==> src/rtl/ps2_scancode_decoder.sv <==
// ps2_scancode_decoder
//
// Turns raw scan-code set 2 bytes from the PS/2 receiver into single key
// events in the system clock domain. Make, F0 break, E0 extended and E0 F0
// extended-break sequences collapse into one key_valid strobe carrying the
// stripped scan code plus extended/released flags. Malformed sequences and
// sequences that stall between bytes raise a one-cycle seq_error.
//
// Handshake: there is no backpressure. A byte is offered by a rising edge of
// the receiver's flag level (Key_code stable while flag is high); each event
// is presented for exactly one clock with key_valid high and the fields valid
// in that same cycle. Consumers must take it then. Fields hold between events.
//
// Ports
//   clock        system clock
//   reset        asynchronous, active-low reset
//   Key_code     byte from receiver, stable while flag is high
//   flag         receiver byte-ready level, asynchronous to clock
//   key_code     scan code of the last event, prefix bytes stripped
//   key_extended last event was E0-prefixed
//   key_released last event was a break (F0-prefixed)
//   key_valid    one-cycle event strobe
//   seq_error    one-cycle strobe on malformed sequence or timeout
//   state_dbg    current decoder state (IDLE=0, GOT_E0=1, GOT_F0=2, GOT_E0F0=3)
module ps2_scancode_decoder #(
   parameter int unsigned TIMEOUT_CYCLES = 2_500_000
) (
   input  logic       clock,
   input  logic       reset,
   input  logic [7:0] Key_code,
   input  logic       flag,
   output logic [7:0] key_code,
   output logic       key_extended,
   output logic       key_released,
   output logic       key_valid,
   output logic       seq_error,
   output logic [1:0] state_dbg
);

   typedef enum logic [1:0] {
      IDLE     = 2'd0,
      GOT_E0   = 2'd1,
      GOT_F0   = 2'd2,
      GOT_E0F0 = 2'd3
   } state_t;

   localparam int unsigned CNT_W = $clog2(TIMEOUT_CYCLES + 1);
   localparam logic [CNT_W-1:0] CNT_LAST = CNT_W'(TIMEOUT_CYCLES - 1);

   // Bytes that never form a key event (BAT result, echo, ack, resend, ...).
   function automatic logic is_non_event(input logic [7:0] b);
      case (b)
         8'h00, 8'hAA, 8'hEE, 8'hE1, 8'hFA,
         8'hFC, 8'hFD, 8'hFE, 8'hFF: return 1'b1;
         default:                    return 1'b0;
      endcase
   endfunction

   // flag synchronizer plus delayed copy for rising-edge detection
   logic s1_q, s2_q, s2_d_q;
   logic byte_stb;

   state_t           state_q, state_d;
   logic [CNT_W-1:0] cnt_q, cnt_d;
   logic [7:0]       code_q, code_d;
   logic             ext_q, ext_d;
   logic             rel_q, rel_d;
   logic             valid_q, valid_d;
   logic             err_q, err_d;

   assign byte_stb = s2_q & ~s2_d_q;

   always_comb begin
      state_d = state_q;
      cnt_d   = cnt_q;
      code_d  = code_q;
      ext_d   = ext_q;
      rel_d   = rel_q;
      valid_d = 1'b0;
      err_d   = 1'b0;

      if (byte_stb) begin
         // A byte always wins over a coincident timeout.
         cnt_d = '0;
         if (Key_code == 8'hE0) begin
            // E0 restarts an extended sequence from any state.
            err_d   = (state_q != IDLE);
            state_d = GOT_E0;
         end else if (Key_code == 8'hF0) begin
            case (state_q)
               IDLE:    state_d = GOT_F0;
               GOT_E0:  state_d = GOT_E0F0;
               default: begin
                  err_d   = 1'b1;
                  state_d = GOT_F0;
               end
            endcase
         end else if (is_non_event(Key_code)) begin
            err_d   = (state_q != IDLE);
            state_d = IDLE;
         end else begin
            valid_d = 1'b1;
            code_d  = Key_code;
            ext_d   = (state_q == GOT_E0) || (state_q == GOT_E0F0);
            rel_d   = (state_q == GOT_F0) || (state_q == GOT_E0F0);
            state_d = IDLE;
         end
      end else if (state_q == IDLE) begin
         cnt_d = '0;
      end else if (cnt_q >= CNT_LAST) begin
         err_d   = 1'b1;
         state_d = IDLE;
         cnt_d   = '0;
      end else begin
         cnt_d = cnt_q + 1'b1;
      end
   end

   always_ff @(posedge clock or negedge reset) begin
      if (!reset) begin
         s1_q    <= 1'b0;
         s2_q    <= 1'b0;
         s2_d_q  <= 1'b0;
         state_q <= IDLE;
         cnt_q   <= '0;
         code_q  <= 8'h00;
         ext_q   <= 1'b0;
         rel_q   <= 1'b0;
         valid_q <= 1'b0;
         err_q   <= 1'b0;
      end else begin
         s1_q    <= flag;
         s2_q    <= s1_q;
         s2_d_q  <= s2_q;
         state_q <= state_d;
         cnt_q   <= cnt_d;
         code_q  <= code_d;
         ext_q   <= ext_d;
         rel_q   <= rel_d;
         valid_q <= valid_d;
         err_q   <= err_d;
      end
   end

   assign key_code     = code_q;
   assign key_extended = ext_q;
   assign key_released = rel_q;
   assign key_valid    = valid_q;
   assign seq_error    = err_q;
   assign state_dbg    = state_q;

endmodule

==> config.mk <==
export PLATFORM = sky130hd
export DESIGN_NAME = ps2_scancode_decoder
export DESIGN_NICKNAME = d
export VERILOG_FILES = /design/src/rtl/ps2_scancode_decoder.sv
export SDC_FILE = /design/constraint.sdc
export NUM_CORES = 1
export LEC_CHECK = 0
export BUFFER_PORTS_ARGS = -buffer_cell sky130_fd_sc_hd__buf_2
export CORE_ASPECT_RATIO = 0.9
export CORE_UTILIZATION = 30
export DETAILED_ROUTE_END_ITERATION = 16
export GPL_TIMING_DRIVEN = 0
export PLACE_DENSITY = 0.55
export SETUP_SLACK_MARGIN = 0.4
export SYNTH_ARGS = -nofsm -noshare
export SYNTH_HDL_FRONTEND = slang
export SYNTH_SLANG_ARGS = --single-unit
==> constraint.sdc <==
create_clock -name clock -period 4 [get_ports clock]
set_clock_uncertainty 0.1 [all_clocks]
set_input_delay 0.4 -clock clock [delete_from_list [all_inputs] [get_ports clock]]
set_output_delay 0.4 -clock clock [all_outputs]
set_load 0.05 [all_outputs]
==> reports/metrics.yaml <==
outcome:
  status: "finished, final reports clean"
global_route:
  grt_pass1_wl_mm: 5.96
  grt-ovfl-total: 0
  groute.usage.overall: 0.113
  grt_pass1_vias: 1282
  antenna_found_initial: 0
  grt_max_degree: 40
floorplanning:
  pin_count: 25
  die_h_um: 78.3
  dieArea_mm2: 0.00679
  die_x_um: 86.8
  rows: 27
  start_util: 0.314
  core_mm2: 0.00618
critical_path:
  startpoint_type: "register"
  reg2reg_depth: 7
  critPathKind: "register to register"
  crit_chain: "ha_1 -> a41o_1 -> a41o_1 -> a41oi_2 -> o221ai_2 -> buf_6 -> nor2_2"
  crit_slowest_cell: "dfrtp_1"
  required_ps: 4120
  worstPathArrival_ps: 2250
  slowest_delay_ps: 420
  crit_path_frequent_cell: "a41o_1"
  crit_path_end_kind: "register"
  cp_max_fo: 10
synthesis:
  synth-seq-cells: 39
  synthCells: 178
  async_flop_share: 1.00
  synth_flop_cell: "dfrtp_1"
  ys_warn_count: 0
  synth_area_mm2: 0.00194
  synth_edf_count: 0
  yosysSeqAreaShare: 0.503
  synth_fp_nets: 190
  synth_cell_types: 38
  avgSynthCellArea_um2: 10.9
pwr:
  power.switching_uw: 219
  swShare: 0.267
  p_leak_nw: 0.959
  p_seq_frac: 0.507
  p_clk_frac: 0.352
  p_comb_frac: 0.141
  p_int_uw: 603
  power_density_mw_per_mm2: 362
  peakVddDrop_mv: 0.120
layout:
  n_antenna_cell: 0
  final_layout_size_suffix_gt1_frac: 0.324
  top_register: "cnt_q"
  fin_nets: 221
  finalNonFillerCells: 297
  fillers: 622
  postLayoutCellArea_mm2: 0.00227
  largest_register_ff_count: 22
  final_util: 0.367
  area_delta_synth_final_pct: 17.0
detailed_routing:
  drc: 0
  first_iter_violations: 20
  drtAntennaViolNets: 0
  viasPerCell: 4.57
  via_count: 1356
  routed_wirelength_mm: 3.54
  drt_first_pass_iters: 5
  wl_per_cell_um: 11.9
clocking:
  cts_resized: 0
  cts.hold.buffers_added: 0
  root_buffer: "clkbuf_8"
  clk_latency_ps: 290
  cts_tree: "yes"
  clock_path_buffers: 2
  cts_max_level: 2
  cts.sinks: 39
  cts_setup_buffers: 0
  clk_transition_reported_paths_ps: 70
  cts_made_buffers: 5
timing:
  grt_setup_unrepaired: "no"
  finalSetupViolCount: 0
  tns_ps: 0
  slew_headroom: 0.433
  hold_violations: 0
  period_minus_slack_ps: 2120
  slew_viol_final: 0
  post-route-period-util: 0.531
  worstMarginPinSlew_ps: 851
  timing.fmax_mhz: 471
job:
  cap_violations: 0
placed_design:
  dp_cells: 289
  place.gp.congestion: 0.739
  io_buffer_count: 24
  dp_hpwl_mm: 2.49
  postPlaceCellArea_mm2: 0.00217
min_path:
  hp-class: "primary input to asynchronous set/reset pin"
[synthesized netlist by cell type (4+ instances only)]
master	number	area (µm²)
dfrtp_1	39	976
nor2_2	20	125
nand2_1	17	63.8
xor2_1	15	131
nor2_1	11	41.3
nand4_1	9	56.3
mux2_4	8	120
nand3_1	7	35.0
nor3_1	5	25.0
a21oi_1	4	20.0
o21ai_1	4	20.0
xnor2_1	4	35.0
[per-layer routing]
metal / wire, µm / vias to the layer above / part of all wire / global-route usage
li1: - / 684 / - / -
met1: 1860 / 641 / 0.53 / 0.162
met2: 1500 / 26 / 0.42 / 0.160
met3: 125 / 5 / 0.035 / 0.0305
met4: 50 / 0 / 0.014 / 0.0467
met5: 0 / - / 0 / 0
[layout by cell type, fill, tap and decap left out, types with 5 or more instances in the layout]
cell type	n
buf_2	24
clkbuf_8	7
dfrtp_1	39
mux2_4	8
nand2_1	17
nand3_1	7
nand4_1	9
nor2_1	11
nor2_2	20
nor3_1	5
xor2_1	15
[per-stage QoR]
stage                     hold WS (ps)  setup slack (ps)  power (mW)
final                              104              1880       0.822
after global routing               115              1720       0.855
after CTS                          114              1850       0.838
after detailed placement           235              1870       0.542
after global placement             234              1840       0.541
after floorplan                   4.41              2060       0.506
[cell families (layout without fill, tap and decap cells)]
group           count (synthesis)  after routing  share of synthesized area
mux                             9              9                     0.0677
flops                          39             39                      0.503
simple gates                   82             82                      0.228
compound gates                 21             21                     0.0832
fa+ha+maj                       1              1                    0.00645
xor+xnor                       19             19                     0.0858
buf+inv                         7             39                     0.0252
[final timing paths]
kind	slack (ps)	from	to
setup reg to reg	1880	cnt_q[0]$_DFF_PN0_	cnt_q[14]$_DFF_PN0_
max in group asynchronous	3150	reset	key_code[0]$_DFFE_PN0P_
min in group clock	120	flag	s1_q$_DFF_PN0_
setup / recovery	1880	cnt_q[0]$_DFF_PN0_	cnt_q[14]$_DFF_PN0_
hold / removal	100	reset	key_code[2]$_DFFE_PN0P_
hold reg to reg	250	s1_q$_DFF_PN0_	s2_q$_DFF_PN0_
[power by group through the flow]
stage               clock (mW)  combinational [mW]  sequential, mW
floorplan                    0              0.0317           0.474
global placement             0               0.117           0.425
detailed placement           0               0.117           0.425
CTS                      0.303               0.118           0.417
global route             0.312               0.124           0.419
finish                   0.289               0.116           0.417
[critical path: cells and delay by family, from the launching register on]
family	cells	cell delay [ps]
compound gates	4	960
buf+inv	1	210
fa+ha+maj	1	270
simple gates	1	100
flops	1	420
[area by class of cell]
cell class	count	area [µm²]	share of cell area
inverters	4	15.0	0.00662
well taps	87	109	0.0480
plain buffers	3	33.8	0.0149
clock buffers	8	100	0.0441
flip-flops and latches	39	976	0.430
repair buffers	24	120	0.0530
multi-input cells	132	915	0.403
(Power assumes the default switching activity.)
